### config.mk
export PLATFORM = sky130hd
export DESIGN_NAME = traffic_light_monitor
export DESIGN_NICKNAME = d
export VERILOG_FILES = /design/src/rtl/traffic_pkg.sv /design/src/rtl/phase_timer.sv /design/src/rtl/traffic_light_monitor.sv
export SDC_FILE = /design/constraint.sdc
export NUM_CORES = 1
export LEC_CHECK = 0
export BUFFER_PORTS_ARGS = -buffer_cell sky130_fd_sc_hd__buf_2
export CAP_MARGIN = 0
export CORE_MARGIN = 3
export CORE_UTILIZATION = 45
export DETAILED_ROUTE_END_ITERATION = 10
export GPL_TIMING_DRIVEN = 0
export MAX_ROUTING_LAYER = met4
export PLACE_DENSITY = 0.72
export SLEW_MARGIN = 0
export SYNTH_ARGS = -nofsm -noshare
export SYNTH_HDL_FRONTEND = slang
export SYNTH_HIERARCHICAL = 1
export SYNTH_SLANG_ARGS = --single-unit
### constraint.sdc
create_clock -name Clock -period 6.8 [get_ports Clock]
set_input_delay 0.34 -clock Clock [delete_from_list [all_inputs] [get_ports Clock]]
set_output_delay 0.34 -clock Clock [all_outputs]
set_load 0.01 [all_outputs]
### src/rtl/traffic_pkg.sv
// Shared definitions for the traffic-light controller and its lamp-side monitor:
// FSM state encoding, error codes, lamp encodings and default phase lengths.
package traffic_pkg;

  typedef enum logic [2:0] {
    ST_IDLE  = 3'd0,
    ST_ACQ   = 3'd1,
    ST_CHK_R = 3'd2,
    ST_CHK_G = 3'd3,
    ST_CHK_Y = 3'd4,
    ST_FAULT = 3'd5
  } state_t;

  localparam logic [2:0] ERR_NONE  = 3'd0;
  localparam logic [2:0] ERR_ENC   = 3'd1;
  localparam logic [2:0] ERR_ORDER = 3'd2;
  localparam logic [2:0] ERR_SHORT = 3'd3;
  localparam logic [2:0] ERR_LONG  = 3'd4;

  // Controller and monitor both take these, so the two ends cannot disagree.
  localparam int DEF_R_LEN = 4;
  localparam int DEF_G_LEN = 5;
  localparam int DEF_Y_LEN = 2;
  localparam int DEF_CW    = 4;

  // Lamp vector ordering is {Red, Green, Yellow}.
  localparam logic [2:0] LAMP_R = 3'b100;
  localparam logic [2:0] LAMP_G = 3'b010;
  localparam logic [2:0] LAMP_Y = 3'b001;

  function automatic logic [2:0] next_lamp(input logic [2:0] lamp);
    case (lamp)
      LAMP_R:  next_lamp = LAMP_G;
      LAMP_G:  next_lamp = LAMP_Y;
      LAMP_Y:  next_lamp = LAMP_R;
      default: next_lamp = 3'b000;
    endcase
  endfunction

  function automatic state_t chk_state(input logic [2:0] lamp);
    case (lamp)
      LAMP_R:  chk_state = ST_CHK_R;
      LAMP_G:  chk_state = ST_CHK_G;
      LAMP_Y:  chk_state = ST_CHK_Y;
      default: chk_state = ST_FAULT;
    endcase
  endfunction

endpackage

### src/rtl/phase_timer.sv
// Saturating phase-length counter: clear to 0, load to 1 on a new phase,
// otherwise count up while enabled and stick at all-ones.
module phase_timer #(
  parameter int CW = 4
) (
  input  logic          Clock,
  input  logic          Reset,
  input  logic          i_clr,
  input  logic          i_load,
  input  logic          i_inc,
  output logic [CW-1:0] o_count
);

  localparam logic [CW-1:0] MAX_CNT = '1;

  logic [CW-1:0] r_count;

  always_ff @(posedge Clock or negedge Reset) begin
    if (!Reset) begin
      r_count <= '0;
    end else if (i_clr) begin
      r_count <= '0;
    end else if (i_load) begin
      r_count <= CW'(1);
    end else if (i_inc && (r_count != MAX_CNT)) begin
      r_count <= r_count + 1'b1;
    end
  end

  assign o_count = r_count;

endmodule

### src/rtl/traffic_light_monitor.sv
// Passive lamp-side checker: validates one-hot encoding, R->G->Y order and
// per-phase lengths, latches the first fault and counts good cycles.
module traffic_light_monitor
  import traffic_pkg::*;
#(
  parameter int R_LEN = DEF_R_LEN,
  parameter int G_LEN = DEF_G_LEN,
  parameter int Y_LEN = DEF_Y_LEN,
  parameter int CW    = DEF_CW
) (
  input  logic       Clock,
  input  logic       Reset,
  input  logic       Red,
  input  logic       Green,
  input  logic       Yellow,
  input  logic       Clear,
  output logic       Phase_Done,
  output logic       Error,
  output logic [2:0] Err_Code,
  output logic [7:0] Cycle_Count
);

  localparam logic [CW-1:0] R_LEN_C = CW'(R_LEN);
  localparam logic [CW-1:0] G_LEN_C = CW'(G_LEN);
  localparam logic [CW-1:0] Y_LEN_C = CW'(Y_LEN);

  state_t        r_state;
  logic [2:0]    r_lamp;
  logic          r_phase_done;
  logic          r_error;
  logic [2:0]    r_err_code;
  logic [7:0]    r_cycle_count;

  logic [2:0]    w_lamp;
  logic          w_valid;
  logic          w_same;
  logic          w_order_ok;
  logic          w_in_chk;
  logic          w_tracking;
  logic [CW-1:0] w_len;
  logic [CW-1:0] w_exp_len;
  logic          w_short;
  logic          w_at_limit;
  logic          w_tmr_load;
  logic          w_tmr_inc;

  assign w_lamp     = {Red, Green, Yellow};
  assign w_valid    = $onehot(w_lamp);
  assign w_same     = (w_lamp == r_lamp);
  assign w_order_ok = (w_lamp == next_lamp(r_lamp));
  assign w_in_chk   = (r_state == ST_CHK_R) || (r_state == ST_CHK_G) ||
                      (r_state == ST_CHK_Y);
  assign w_tracking = w_in_chk || (r_state == ST_ACQ);

  always_comb begin
    w_exp_len = R_LEN_C;
    case (r_state)
      ST_CHK_G: w_exp_len = G_LEN_C;
      ST_CHK_Y: w_exp_len = Y_LEN_C;
      default:  w_exp_len = R_LEN_C;
    endcase
  end

  assign w_short    = (w_len < w_exp_len);
  assign w_at_limit = (w_len == w_exp_len);

  // A new phase (first sample or any lamp change) restarts the count at 1;
  // the value loaded on a faulting change is never looked at again.
  assign w_tmr_load = !Clear && w_valid &&
                      ((r_state == ST_IDLE) || (w_tracking && !w_same));
  assign w_tmr_inc  = !Clear && w_valid && w_tracking && w_same;

  phase_timer #(
    .CW (CW)
  ) u_phase_timer (
    .Clock   (Clock),
    .Reset   (Reset),
    .i_clr   (Clear),
    .i_load  (w_tmr_load),
    .i_inc   (w_tmr_inc),
    .o_count (w_len)
  );

  always_ff @(posedge Clock or negedge Reset) begin
    if (!Reset) begin
      r_state       <= ST_IDLE;
      r_lamp        <= 3'b000;
      r_phase_done  <= 1'b0;
      r_error       <= 1'b0;
      r_err_code    <= ERR_NONE;
      r_cycle_count <= 8'd0;
    end else begin
      r_phase_done <= 1'b0;
      if (Clear) begin
        r_state    <= ST_IDLE;
        r_error    <= 1'b0;
        r_err_code <= ERR_NONE;
      end else begin
        case (r_state)
          ST_IDLE: begin
            if (!w_valid) begin
              r_state    <= ST_FAULT;
              r_error    <= 1'b1;
              r_err_code <= ERR_ENC;
            end else begin
              r_state <= ST_ACQ;
              r_lamp  <= w_lamp;
            end
          end
          ST_ACQ: begin
            if (!w_valid) begin
              r_state    <= ST_FAULT;
              r_error    <= 1'b1;
              r_err_code <= ERR_ENC;
            end else if (!w_same) begin
              if (!w_order_ok) begin
                r_state    <= ST_FAULT;
                r_error    <= 1'b1;
                r_err_code <= ERR_ORDER;
              end else begin
                r_state <= chk_state(w_lamp);
                r_lamp  <= w_lamp;
              end
            end
          end
          ST_CHK_R, ST_CHK_G, ST_CHK_Y: begin
            // Priority within one sample: encoding, order, short, long.
            if (!w_valid) begin
              r_state    <= ST_FAULT;
              r_error    <= 1'b1;
              r_err_code <= ERR_ENC;
            end else if (w_same) begin
              if (w_at_limit) begin
                r_state    <= ST_FAULT;
                r_error    <= 1'b1;
                r_err_code <= ERR_LONG;
              end
            end else if (!w_order_ok) begin
              r_state    <= ST_FAULT;
              r_error    <= 1'b1;
              r_err_code <= ERR_ORDER;
            end else if (w_short) begin
              r_state    <= ST_FAULT;
              r_error    <= 1'b1;
              r_err_code <= ERR_SHORT;
            end else begin
              r_phase_done <= 1'b1;
              r_state      <= chk_state(w_lamp);
              r_lamp       <= w_lamp;
              if (r_state == ST_CHK_Y) begin
                r_cycle_count <= r_cycle_count + 8'd1;
              end
            end
          end
          ST_FAULT: begin
            r_state <= ST_FAULT;
          end
          default: begin
            r_state <= ST_IDLE;
          end
        endcase
      end
    end
  end

  assign Phase_Done  = r_phase_done;
  assign Error       = r_error;
  assign Err_Code    = r_err_code;
  assign Cycle_Count = r_cycle_count;

endmodule

== Word level (Yosys, flattened, before mapping) ==
Cells that the tools add are included.

* Add/subtract/negate cells: 4
* Reductions and logical operators: 21
* Divide/modulo/power cells: 0
* Bitwise logic cells: 3
* Equal/unequal tests: 29
* Order comparisons: 1
* Shifts and indexed selects: 0
* Mux-type cells: 54
* $mul: 0

{| class="wikitable"
|+ Operators with widths
! kind !! count
|-
| $mux 3 || 28
|-
| $pmux 3 s3 || 4
|-
| $mux 1 || 16
|-
| $ne 2x2->1 const B || 8
|-
| $eq 3x2->1 const B || 4
|-
| $eq 3x3->1 const B || 4
|-
| $mux 4 || 3
|-
| $ne 4x4->1 const B || 3
|-
| $pmux 3 s4 || 1
|-
| $reduce_and 10->1 || 1
|-
| $eq 3x1->1 const B || 3
|-
| $add 8x1->8 const B || 1
|-
| $reduce_and 7->1 || 1
|-
| $eq 3x3->1 || 2
|-
| $logic_and 1x1->1 || 6
|-
| $ne 6x6->1 const B || 1
|-
| $pmux 3 s2 || 1
|-
| $reduce_and 6->1 || 1
|-
| $reduce_bool 3->1 || 2
|-
| $ne 5x5->1 const B || 1
|-
| $add 4x1->4 const B || 1
|-
| $eq 4x4->1 || 1
|-
| $logic_or 1x1->1 || 4
|-
| $lt 4x4->1 || 1
|-
| 11 further kinds || 14
|}

* Bits in latches: 0
* Bits in registers: 23
* RAM bits: 0
* Memories: 0
* ROM bits: 0

== Logic depth before layout (Yosys ltp) ==
Gate-level depths: netlist of the first run.

* Depth in word-level cells: 10
* Depth in mapped cells: 10
* Mapped depth without buffers: 10

== Hierarchy ==
The synthesis of the first run kept the hierarchy.

{| class="wikitable"
|+ By module, submodules not included
! module !! area each (sq um) !! cells each !! instances !! seq. area each (sq um)
|-
| traffic_light_monitor || 1467.7 || 162 || 1 || 475.5
|-
| phase_timer || 215.2 || 22 || 1 || 100.1
|}

== Worst setup path after synthesis of the first run ==
OpenSTA, ideal clock, no wires.

* Path kind: input to register
* From: in Red
* To: reg u_phase_timer.r_count[0] (netlist: u_phase_timer/o_count[0])
* Path buffers: 1
* Stages: 10
* Setup slack: 4.062 ns
* Arrival: 2.656 ns
* Cell sequence: buf_2 inv_1 fa_1 nand2b_1 nor2_1 nand2_1 nor3_1 inv_1 or3_1 a31oi_1

* Word-level cells in the longest chain between the ends: 7

{| class="wikitable"
|+ RTL lines
! what !! RTL line !! text
|-
| start, declared || traffic_light_monitor.sv:13 || <nowiki>input logic Red,</nowiki>
|-
| $add 2x1->2 (implied by the code) || traffic_light_monitor.sv:48 || <nowiki>assign w_valid = $onehot(w_lamp);</nowiki>
|-
| $eq 2x1->1 || traffic_light_monitor.sv:48 ||
|-
| $logic_and 1x1->1 (2 in a row) || traffic_light_monitor.sv:71 || <nowiki>assign w_tmr_inc = !Clear && w_valid && w_tracking && w_same;</nowiki>
|-
| $logic_and 1x1->1 * || traffic_light_monitor.sv:71 ||
|-
| net w_tmr_inc || traffic_light_monitor.sv:45 || <nowiki>logic w_tmr_inc;</nowiki>
|-
| $logic_and 1x1->1 * || phase_timer.sv:25 || <nowiki>end else if (i_inc && (r_count != MAX_CNT)) begin</nowiki>
|-
| $reduce_bool 3->1 (no line) * || n/a ||
|-
| end signal, assigned || phase_timer.sv:26 || <nowiki>r_count <= r_count + 1'b1;</nowiki>
|-
| end, declared || phase_timer.sv:16 || <nowiki>logic [CW-1:0] r_count;</nowiki>
|}

The timed path passes the listed nets; every way through them passes the cells marked *.
A chain may end at the register's enable or synchronous reset.

== Worst setup path in the final report of the first run ==
Ends and elaborated chain as after synthesis.

==> summary.md, run 1 <==
| Metric | Value |
|---|---|
| Hold_ws | `0.03938 ns` |
| Max Transition Viols Final | `0` |
| Ant. Diodes | `0` |
| Total Power | `0.0004199 W` |
| Yosys Warn Count | `6` |
| CP top delay family | `simple AND/OR/NAND/NOR gates` |
| Post-synthesis cell count | `184` |
| Io pins | `19` |
| Core Box Area | `3468 um^2` |
| Die Height | `67.16 um` |
| Main combinational cell family by area after synthesis | `simple AND/OR/NAND/NOR gates` |
| Root buf cell | `clkbuf_8` |
| Xor/xnor share of the synthesized area | `0.06245` |
| RSZ-0062 raised after global routing | `false` |
| Mapped Area | `1683 um^2` |
| Max FO, Critical Path | `10` |
| Buffers on Ports | `15` |
| Iter 0 DRT Violations | `126` |
| Total grt overflow | `0` |
| Post-synth EDFFs | `0` |
| Compound-cell area share of the yosys netlist | `0.2030` |
| Largest net degree at the start of global routing | `24` |
| Min cycle time layout | `2.923 ns` |
| Final setup TNS | `0 ns` |
| Worst-path clk slew | `0.08 ns` |
| Die area | `4510 um^2` |
| Power per cell area | `225.5 nW/um^2` |
| Pleak | `0.8152 nW` |
| Clock latency on the worst-skew pair | `0.27 ns` |
| HPWL after detailed placement | `2.740 mm` |
| Unique masters post-synth | `54` |
| Slew headroom | `0.6081` |
| First-pass GRT wire length | `6.099 mm` |
| Post-cts gate resize count | `0` |
| Post-CTS Setup Bufs | `0` |
| Fmax | `0.3421 GHz` |
| CP Buf/Inv Count | `3` |
| Commonest non-fill, non-tap cell in the layout | `dfrtp_1` |
| Slowest stage delay, CP | `0.49 ns` |
| Mapped Avg Cell Area | `9.146 um^2` |
| Wirelength per Cell | `14.46 um` |
| Drt pass-1 iters | `4` |
| Initial antenna violation count | `0` |
| Area Growth Syn to Fin | `10.63%` |
| Die Wd | `67.16 um` |
| WP data arrival | `3.12 ns` |
| GR Util All Layers | `0.1840` |
| Number of core rows | `21` |
| Final wirelength | `3.601 mm` |
| Final nets | `216` |
| Worst setup EP type | `flop` |
| Async S/R FF share, synth | `1.000` |
| Detail Route Antenna Nets | `0` |
| Peak VDD IR | `0.0001837 V` |
| Dpl cells | `245` |
| Post-Synth Adder-Cell Area | `0.05502` |
| Initial Utilization | `0.4852` |
| Final hold vios | `0` |
| CP startpoint kind | `input pin` |
| Post-synthesis mux area share | `0.03941` |
| Outcome | `complete, no violations` |
| Synth Flop Type | `dfrtp_1` |
| CTS sink cnt | `23` |
| Worst path required time | `7.00 ns` |
| Number of global-route vias before repair | `1,301` |
| CP Class | `in2reg` |
| CTS H-tree depth | `1` |
| Hold Buf Count CTS | `0` |
| Synth Area in Simple Gates | `0.2491` |
| Mapped Nets | `196` |
| Via density | `5.759` |
| Most frequent cells in the layout | `23 x dfrtp_1, 21 x nand2_1, 18 x buf_2, 14 x nor2_1, 11 x inv_1` |
| Register area share after synthesis | `0.3420` |
| Remaining DRCs | `0` |
| Max-cap violations | `0` |
| Most used cell, CP | `inv_1` |
| Layout Skew | `0.001729 ns` |
| Critical-path cell list | `buf_2 -> inv_1 -> fa_1 -> nand2b_1 -> nor2_1 -> nand2_1 -> nor3_1 -> inv_1 -> or3_1 -> a31oi_1` |
| Slowest CP cell | `fa_1` |
| Slew @ Worst Pin | `0.5833 ns` |
| Count of final setup violators | `0` |
| GP Congestion | `0.9712` |
| TritonCTS Buffers | `3` |
| DR vias | `1,434` |
| CTS tree | `yes` |
| Yosys reg bits | `23` |
| Layout cell share with drive strength beyond 1 | `0.1872` |
| Tcrit/Tclk final | `0.4299` |
| Clock Path Buffers | `2` |
| Non-filler cells, final | `249` |
| Worst hold path class | `in2async` |
## sequential cells by signal, summed over array words and instances, names as in the netlist
signal,cells
Cycle_Count,8
Err_Code,3
Error,1
Phase_Done,1
r_lamp,3
r_state,3
u_phase_timer/o_count,4
## stage by stage
step                cell area (um^2)  worst slack [ns]    util
floorplan                       1683             4.062       -
global placement                1815             3.618  0.5234
detailed placement              1815             3.589  0.5234
CTS                             1862             3.894  0.5368
global route                    1862             3.597  0.5368
finish                          1862             3.877  0.5368
## synthesized netlist by cell type (2+ instances only)
| cell | count | area, um^2 |
|---|---|---|
| nor4_1 | 2 | 12.51 |
| or4_4 | 2 | 22.52 |
| a211oi_1 | 3 | 22.52 |
| xnor2_1 | 7 | 61.31 |
| xor2_1 | 5 | 43.79 |
| nand3_1 | 4 | 20.02 |
| a21oi_1 | 7 | 35.03 |
| nor2b_1 | 2 | 12.51 |
| ha_1 | 5 | 62.56 |
| nor3_1 | 8 | 40.04 |
| o21ai_0 | 8 | 40.04 |
| buf_2 | 3 | 15.01 |
| and2_1 | 4 | 25.02 |
| o31ai_1 | 3 | 22.52 |
| o211ai_1 | 3 | 22.52 |
| nand2_1 | 21 | 78.83 |
| a31oi_1 | 4 | 25.02 |
| inv_1 | 11 | 41.29 |
| clkbuf_1 | 4 | 15.01 |
| mux2_1 | 3 | 33.78 |
| nand4b_1 | 2 | 17.52 |
| nand4_1 | 3 | 18.77 |
| nor2_1 | 14 | 52.55 |
| dfrtp_1 | 23 | 575.6 |
| or3_1 | 3 | 18.77 |
| mux2_2 | 2 | 22.52 |
## metal layers
metal | global-route usage | routed length, um
met1 | 0.2474 | 1643
met2 | 0.2822 | 1672
met3 | 0.03494 | 242
met4 | 0.05316 | 43
met5 | - | 0
## final timing paths
path,startpoint,cells past startpoint,slack (ns),endpoint
setup / recovery,Red,10,3.88,u_phase_timer/o_count[0]
hold / removal,Reset,1,0.04,u_phase_timer/o_count[3]
setup reg to reg,r_state[0],10,3.96,Err_Code[2]
hold reg to reg,Cycle_Count[7],1,0.47,Cycle_Count[7]
max in group asynchronous,Reset,1,6.40,Err_Code[0]
min in group Clock,Clear,2,0.25,u_phase_timer/o_count[0]
## cell type report
type / instances / area (um^2)
fill: 324 / 1607
multi-input combinational: 142 / 1025
sequential: 23 / 575.6
timing repair buffer: 15 / 75.07
tap: 46 / 57.56
clock buffer: 3 / 41.29
buffer: 8 / 41.29
inverter: 11 / 41.29
clock inverter: 1 / 5.005
## cell families (layout without fill, tap and decap cells)
family	after synthesis	count (layout)
flip-flops	23	23
buffers and inverters	19	38
adder cells (fa/ha/maj)	7	7
AND/OR/NAND/NOR	75	75
AO/OA/AOI/OAI	42	42
XOR/XNOR	12	12
multiplexers	6	6
## power breakdown
| part | internal, W | switching (W) | leakage (nW) |
|---|---|---|---|
| clock | 0.0000410 | 0.0000465 | 0.0255 |
| sequential | 0.000152 | 0.0000169 | 0.300 |
| combinational | 0.0000642 | 0.0000997 | 0.489 |
No activity file was read; power rests on OpenSTA's default activity.
==> run 2, diff against run 1 <==
- clock period: 6.8 -> 3.04 ns (I/O delays scaled with it)
==> summary.md, run 2 (synthesis results as in run 1) <==
| Metric | Value |
|---|---|
| Outcome | `complete, no violations` |
| Final nets | `218` |
| Tcrit/Tclk final | `0.9143` |
| Peak VDD IR | `0.0004096 V` |
| CP Class | `in2reg` |
| Worst setup EP type | `flop` |
| Hold depth | `2` |
| Slew headroom | `0.6122` |
| Clock latency on the worst-skew pair | `0.27 ns` |
| FF-to-FF End | `Err_Code[2]` |
| RSZ-0062 raised after global routing | `false` |
| Max reg flops | `8` |
| Number of global-route vias before repair | `1,303` |
| Wirelength per Cell | `14.34 um` |
| Number of core rows | `21` |
| Switching part of the total | `0.3866` |
| Commonest non-fill, non-tap cell in the layout | `dfrtp_1` |
| Worst hold path class | `in2reg` |
| Total grt overflow | `0` |
| Max-cap violations | `0` |
| Multi-input logic area | `1025 um^2` |
| First-pass GRT wire length | `6.106 mm` |
| GR Util All Layers | `0.1840` |
| Die Wd | `67.16 um` |
| Worst path depth | `10` |
| Total Power | `0.0009432 W` |
| Power per cell area | `501.9 nW/um^2` |
| Initial Utilization | `0.4852` |
| Initial antenna violation count | `0` |
| Largest net degree at the start of global routing | `24` |
| CTS sink cnt | `23` |
| Max FO, Critical Path | `10` |
| R2R setup slack | `0.30 ns` |
| Slowest CP cell | `fa_1` |
| Storage cell area | `575.6 um^2` |
| Layout Skew | `0.001236 ns` |
| Detail Route Antenna Nets | `0` |
| NetSw | `0.0003647 W` |
| Most used cell, CP | `inv_1` |
| Final wirelength | `3.600 mm` |
| Clk pwr share | `0.207` |
| CP Buf/Inv Count | `3` |
| Setup crit end | `u_phase_timer/o_count[0]` |
| Worst path required time | `3.23 ns` |
| Worst-path clk slew | `0.08 ns` |
| Slew @ Worst Pin | `0.5773 ns` |
| Final setup TNS | `0 ns` |
| Max Transition Viols Final | `0` |
| HPWL after detailed placement | `2.740 mm` |
| Pleak | `0.8237 nW` |
| Layout cell share with drive strength beyond 1 | `0.1902` |
| R2r startpoint | `r_state[0]` |
| CTS H-tree depth | `1` |
| Ant. Diodes | `0` |
| CP startpoint kind | `input pin` |
| CP Launch Point | `Red` |
| Critical-path cell list | `buf_2 -> inv_1 -> fa_1 -> nand2b_1 -> nor2_1 -> nand2_1 -> nor3_1 -> inv_1 -> or3_1 -> a31oi_1` |
| Seq pwr share | `0.399` |
| Die area | `4510 um^2` |
| Fmax | `0.3598 GHz` |
| Layout fillers | `324` |
| Core Box Area | `3468 um^2` |
| Most frequent cells in the layout | `23 x dfrtp_1, 21 x nand2_1, 18 x buf_2, 14 x nor2_1, 11 x inv_1` |
| Via density | `5.705` |
| Io pins | `19` |
| WP data arrival | `2.97 ns` |
| Root buf cell | `clkbuf_8` |
| Drt pass-1 iters | `4` |
| CP top delay family | `simple AND/OR/NAND/NOR gates` |
| Final hold vios | `0` |
| R2R depth | `10` |
| GP Congestion | `0.9712` |
| Slowest stage delay, CP | `0.49 ns` |
| Die Height | `67.16 um` |
| Clock Path Buffers | `2` |
| Share of total power in combinational logic | `0.394` |
| Remaining DRCs | `0` |
| Iter 0 DRT Violations | `106` |
| Buffers on Ports | `15` |
| Hold_ws | `0.06721 ns` |
| DR vias | `1,432` |
| TritonCTS Buffers | `3` |
| Count of final setup violators | `0` |
| Min cycle time layout | `2.779 ns` |
| Area Growth Syn to Fin | `11.67%` |
| P_int | `0.0005785 W` |
| Non-filler cells, final | `251` |
| Dpl cells | `245` |
| CTS tree | `yes` |
[run 2: worst reg2reg max path, delay by kind of cell, from the launching register on]
| kind | cells | cell delay (ns) |
|---|---|---|
| compound gates | 4 | 0.90 |
| simple gates | 3 | 0.48 |
| flops | 1 | 0.46 |
| mux | 1 | 0.38 |
| fa+ha+maj | 1 | 0.26 |
| buf+inv | 1 | 0.13 |
[run 2: worst min-delay path by stage]
stage	slack, ns	to	start
after floorplan	-0.14	Cycle_Count[0]	Reset
after global placement	0.15	u_phase_timer/o_count[0]	Reset
after detailed placement	0.16	u_phase_timer/o_count[3]	Reset
after CTS	0.07	u_phase_timer/o_count[0]	Clear
after global routing	0.06	u_phase_timer/o_count[0]	Clear
final	0.07	u_phase_timer/o_count[0]	Clear
[run 2: layout make-up]
cell class | instances | area share
Buffer | 8 | 0.02197
Clock buffer | 3 | 0.02197
Clock inverter | 1 | 0.002663
Inverter | 11 | 0.02197
Multi-Input combinational cell | 142 | 0.5453
Sequential cell | 23 | 0.3063
Tap cell | 46 | 0.03063
Timing Repair Buffer | 17 | 0.04927
[run 2: timing repair]
item | in CTS | in global routing
setup buffers | 0 | 1
setup endpoints to repair | 0 | 2
resized for setup | 0 | 0
hold buffers | 1 | 0
endpoints found under the hold margin | 23 | 0
[run 2: metrics by stage]
| stage | cell area [um^2] | utilization | setup WS, ns |
|---|---|---|---|
| floorplan | 1683 | - | 0.4898 |
| global placement | 1815 | 0.5234 | 0.04601 |
| detailed placement | 1815 | 0.5234 | 0.01685 |
| CTS | 1872 | 0.5397 | 0.2150 |
| global route | 1879 | 0.5418 | 0.02531 |
| finish | 1879 | 0.5418 | 0.2607 |
[run 2: power groups by stage]
| stage | sequential [W] | combinational (W) | clock [W] |
|---|---|---|---|
| 6_report | 0.000377 | 0.000371 | 0.000195 |
| 5_1_grt | 0.000385 | 0.000417 | 0.000208 |
| 4_1_cts | 0.000377 | 0.000366 | 0.000200 |
| 3_5_place_dp | 0.000383 | 0.000364 | 0 |
| 3_3_place_gp | 0.000383 | 0.000361 | 0 |
| 2_1_floorplan | 0.000378 | 0.000289 | 0 |
[run 2: metal layers]
| layer | vias to the layer above | GRT usage | routed length [um] |
|---|---|---|---|
| met5 | - | - | 0 |
| met4 | 0 | 0.05316 | 43 |
| met3 | 4 | 0.03494 | 214 |
| met2 | 43 | 0.2822 | 1664 |
| met1 | 677 | 0.2474 | 1677 |
| li1 | 708 | - | - |
==> run 3, diff against run 2 <==
- ABC_AREA: unset -> 1
- CORE_MARGIN: 3 -> 10
==> summary.md, run 3 <==
| Metric | Value |
|---|---|
| Outcome | `complete, no violations` |
| Post-synth EDFFs | `0` |
| Layout cell share with drive strength beyond 1 | `0.1756` |
| Most used cell, CP | `nand2_1` |
| Via density | `4.853` |
| Total grt overflow | `0` |
| Tcrit/Tclk final | `0.6795` |
| Max Transition Viols Final | `0` |
| Switching part of the total | `0.4480` |
| GR Util All Layers | `0.1224` |
| CTS sink cnt | `23` |
| Unique masters post-synth | `30` |
| Top cell type's share of synthesized area | `0.3295` |
| Max reg flops | `8` |
| Worst setup EP type | `flop` |
| Count of final setup violators | `0` |
| Yosys Warn Count | `6` |
| Root buf cell | `clkbuf_8` |
| Post-cts gate resize count | `0` |
| RSZ-0062 raised after global routing | `false` |
| Setup ws final | `0.9742 ns` |
| CP startpoint kind | `flop` |
| Initial antenna violation count | `0` |
| NetSw | `0.0005009 W` |
| Synth Flop Type | `dfrtp_1` |
| CTS H-tree depth | `1` |
| Hold depth | `3` |
| Wirelength per Cell | `11.28 um` |
| Worst hold path class | `in2reg` |
| Drt pass-1 iters | `4` |
| Final setup TNS | `0 ns` |
| First-pass GRT wire length | `6.644 mm` |
| Start point of the worst hold path | `Green` |
| Seq pwr share | `0.386` |
| Number of core rows | `22` |
| Min cycle time layout | `2.066 ns` |
| Pleak | `1.065 nW` |
| Max-cap violations | `0` |
| Ranking of synthesized cells by area | `dfrtp_1 33%, nand2_1 18%, inv_1 7.1%, nand3_1 5.2%, nor2_1 5.2%` |
| CTS tree | `yes` |
| Commonest cells post-synth | `83 x nand2_1, 33 x inv_1, 24 x nor2_1, 23 x dfrtp_1, 18 x nand3_1` |
| WP data arrival | `2.23 ns` |
| HPWL after detailed placement | `2.865 mm` |
| GP Congestion | `0.8736` |
| Die Wd | `82.30 um` |
| Post-synthesis cell count | `257` |
| Cell with the most instances after synthesis | `nand2_1` |
| Clock Path Buffers | `2` |
| Core Box Area | `3716 um^2` |
| Final hold vios | `0` |
| Yosys reg bits | `23` |
| Slowest CP cell | `dfrtp_1` |
| Register area share after synthesis | `0.3295` |
| Slew headroom | `0.6577` |
| Iter 0 DRT Violations | `83` |
| Final wirelength | `3.688 mm` |
| Multi-input logic area | `1002 um^2` |
| Most frequent cells in the layout | `83 x nand2_1, 33 x inv_1, 24 x nor2_1, 23 x dfrtp_1, 18 x nand3_1` |
| Mapped Area | `1747 um^2` |
| Fmax | `0.4841 GHz` |
| P_int | `0.0006172 W` |
| Detail Route Antenna Nets | `0` |
| Worst path required time | `3.20 ns` |
| Layout fillers | `367` |
| Ant. Diodes | `0` |
| Mapped Avg Cell Area | `6.796 um^2` |
| R2R setup slack | `0.97 ns` |
| TritonCTS Buffers | `3` |
| Io pins | `19` |
| Number of global-route vias before repair | `1,522` |
| Worst-path clk slew | `0.08 ns` |
| FF-to-FF End | `r_lamp[0]` |
| Final nets | `292` |
| Peak VDD IR | `0.0003808 V` |
| Clock latency on the worst-skew pair | `0.27 ns` |
| Async S/R FF share, synth | `1.000` |
| Worst hold endpoint | `r_lamp[1]` |
| Commonest non-fill, non-tap cell in the layout | `nand2_1` |
| Area leader, netlist | `dfrtp_1` |
| Mapped Nets | `269` |
| Critical-path cell list | `nor2_2 -> nand2_4 -> ha_1 -> nand2_1 -> nand2_1 -> nand2_1 -> nand2_1 -> nand2_2 -> nand2_1 -> inv_1 -> nor2_2 -> nand2_1 -> nand2_1 -> nand2_1` |
| DR vias | `1,587` |
| Initial Utilization | `0.4700` |
| CP Class | `reg2reg` |
| Layout Skew | `0.004488 ns` |
| Share of total power in combinational logic | `0.445` |
| Die area | `6773 um^2` |
| Buffers on Ports | `17` |
| Power per cell area | `573.9 nW/um^2` |
| Hold_ws | `0.1799 ns` |
| Clk pwr share | `0.169` |
| Storage cell area | `575.6 um^2` |
| Slowest stage delay, CP | `0.45 ns` |
| Remaining DRCs | `0` |
| Slew @ Worst Pin | `0.5134 ns` |
| Die Height | `82.30 um` |
| R2R depth | `14` |
| Largest net degree at the start of global routing | `24` |
| Max FO, Critical Path | `7` |
| R2r startpoint | `r_state[0]` |
| Pre-CTS setup slack | `0.8973 ns` |
| Area Growth Syn to Fin | `11.53%` |
[run 3: repair_timing]
action	4_1_cts	5_1_grt
setup buffers	0	0
endpoints found under the hold margin	23	0
endpoints found under the setup margin	0	0
hold buffers	1	0
[run 3: kinds of logic (layout without fill, tap and decap cells)]
kind of cell | count (synthesis) | count (layout) | synth area share
AOI/OAI and AO/OA | 27 | 27 | 0.08310
buffers and inverters | 42 | 64 | 0.09671
xor gates and xnor gates | 7 | 7 | 0.03510
DFF | 23 | 23 | 0.3295
and+or+nand+nor | 152 | 152 | 0.4083
adders and majority gates | 6 | 6 | 0.04728
[run 3: power groups by stage]
stage	sequential [W]	clock, W	combinational [W]
finish	0.000432	0.000189	0.000497
global route	0.000441	0.000210	0.000572
CTS	0.000431	0.000196	0.000498
detailed placement	0.000437	0	0.000493
global placement	0.000437	0	0.000489
floorplan	0.000432	0	0.000379
[run 3: final cells by class]
cell class | count | area share
well taps | 48 | 0.03083
inverters | 40 | 0.07707
multi-input cells | 192 | 0.5144
plain buffers | 2 | 0.009634
clock inverters | 1 | 0.002569
repair buffers | 18 | 0.04881
clock buffers | 3 | 0.02119
flip-flops and latches | 23 | 0.2954
[run 3: worst max path at each step]
stage | from | endpoint | cells after the start
after floorplan | Green | u_phase_timer/o_count[0] | 12
after global placement | Red | u_phase_timer/o_count[0] | 12
after detailed placement | Red | u_phase_timer/o_count[0] | 12
after CTS | r_state[0] | Cycle_Count[3] | 12
after global routing | r_state[0] | Cycle_Count[3] | 12
final | r_state[0] | r_lamp[0] | 14
[run 3: stage by stage]
stage           power, W    util  cell area, um^2  std cells
2_1_floorplan  0.0008105       -             1747        257
3_3_place_gp   0.0009262  0.5091             1892        322
3_5_place_dp   0.0009305  0.5091             1892        322
4_1_cts         0.001125  0.5242             1948        327
5_1_grt         0.001223  0.5242             1948        327
6_report        0.001118  0.5242             1948        327
[run 3: worst max-delay path: cells and delay by family, from the launching register on]
| kind | cells | cell delay, ns |
|---|---|---|
| adders and majority gates | 1 | 0.32 |
| buffers and inverters | 1 | 0.05 |
| DFF | 1 | 0.45 |
| and+or+nand+nor | 12 | 1.14 |
[run 3: layer usage]
layer  GRT usage  vias to the layer above  wire (um)
met3     0.03240                        2        186
met2      0.2068                       17       1743
met1      0.1465                      716       1744
met5           -                        -          0
met4     0.01531                        0         13
li1            -                      852          -
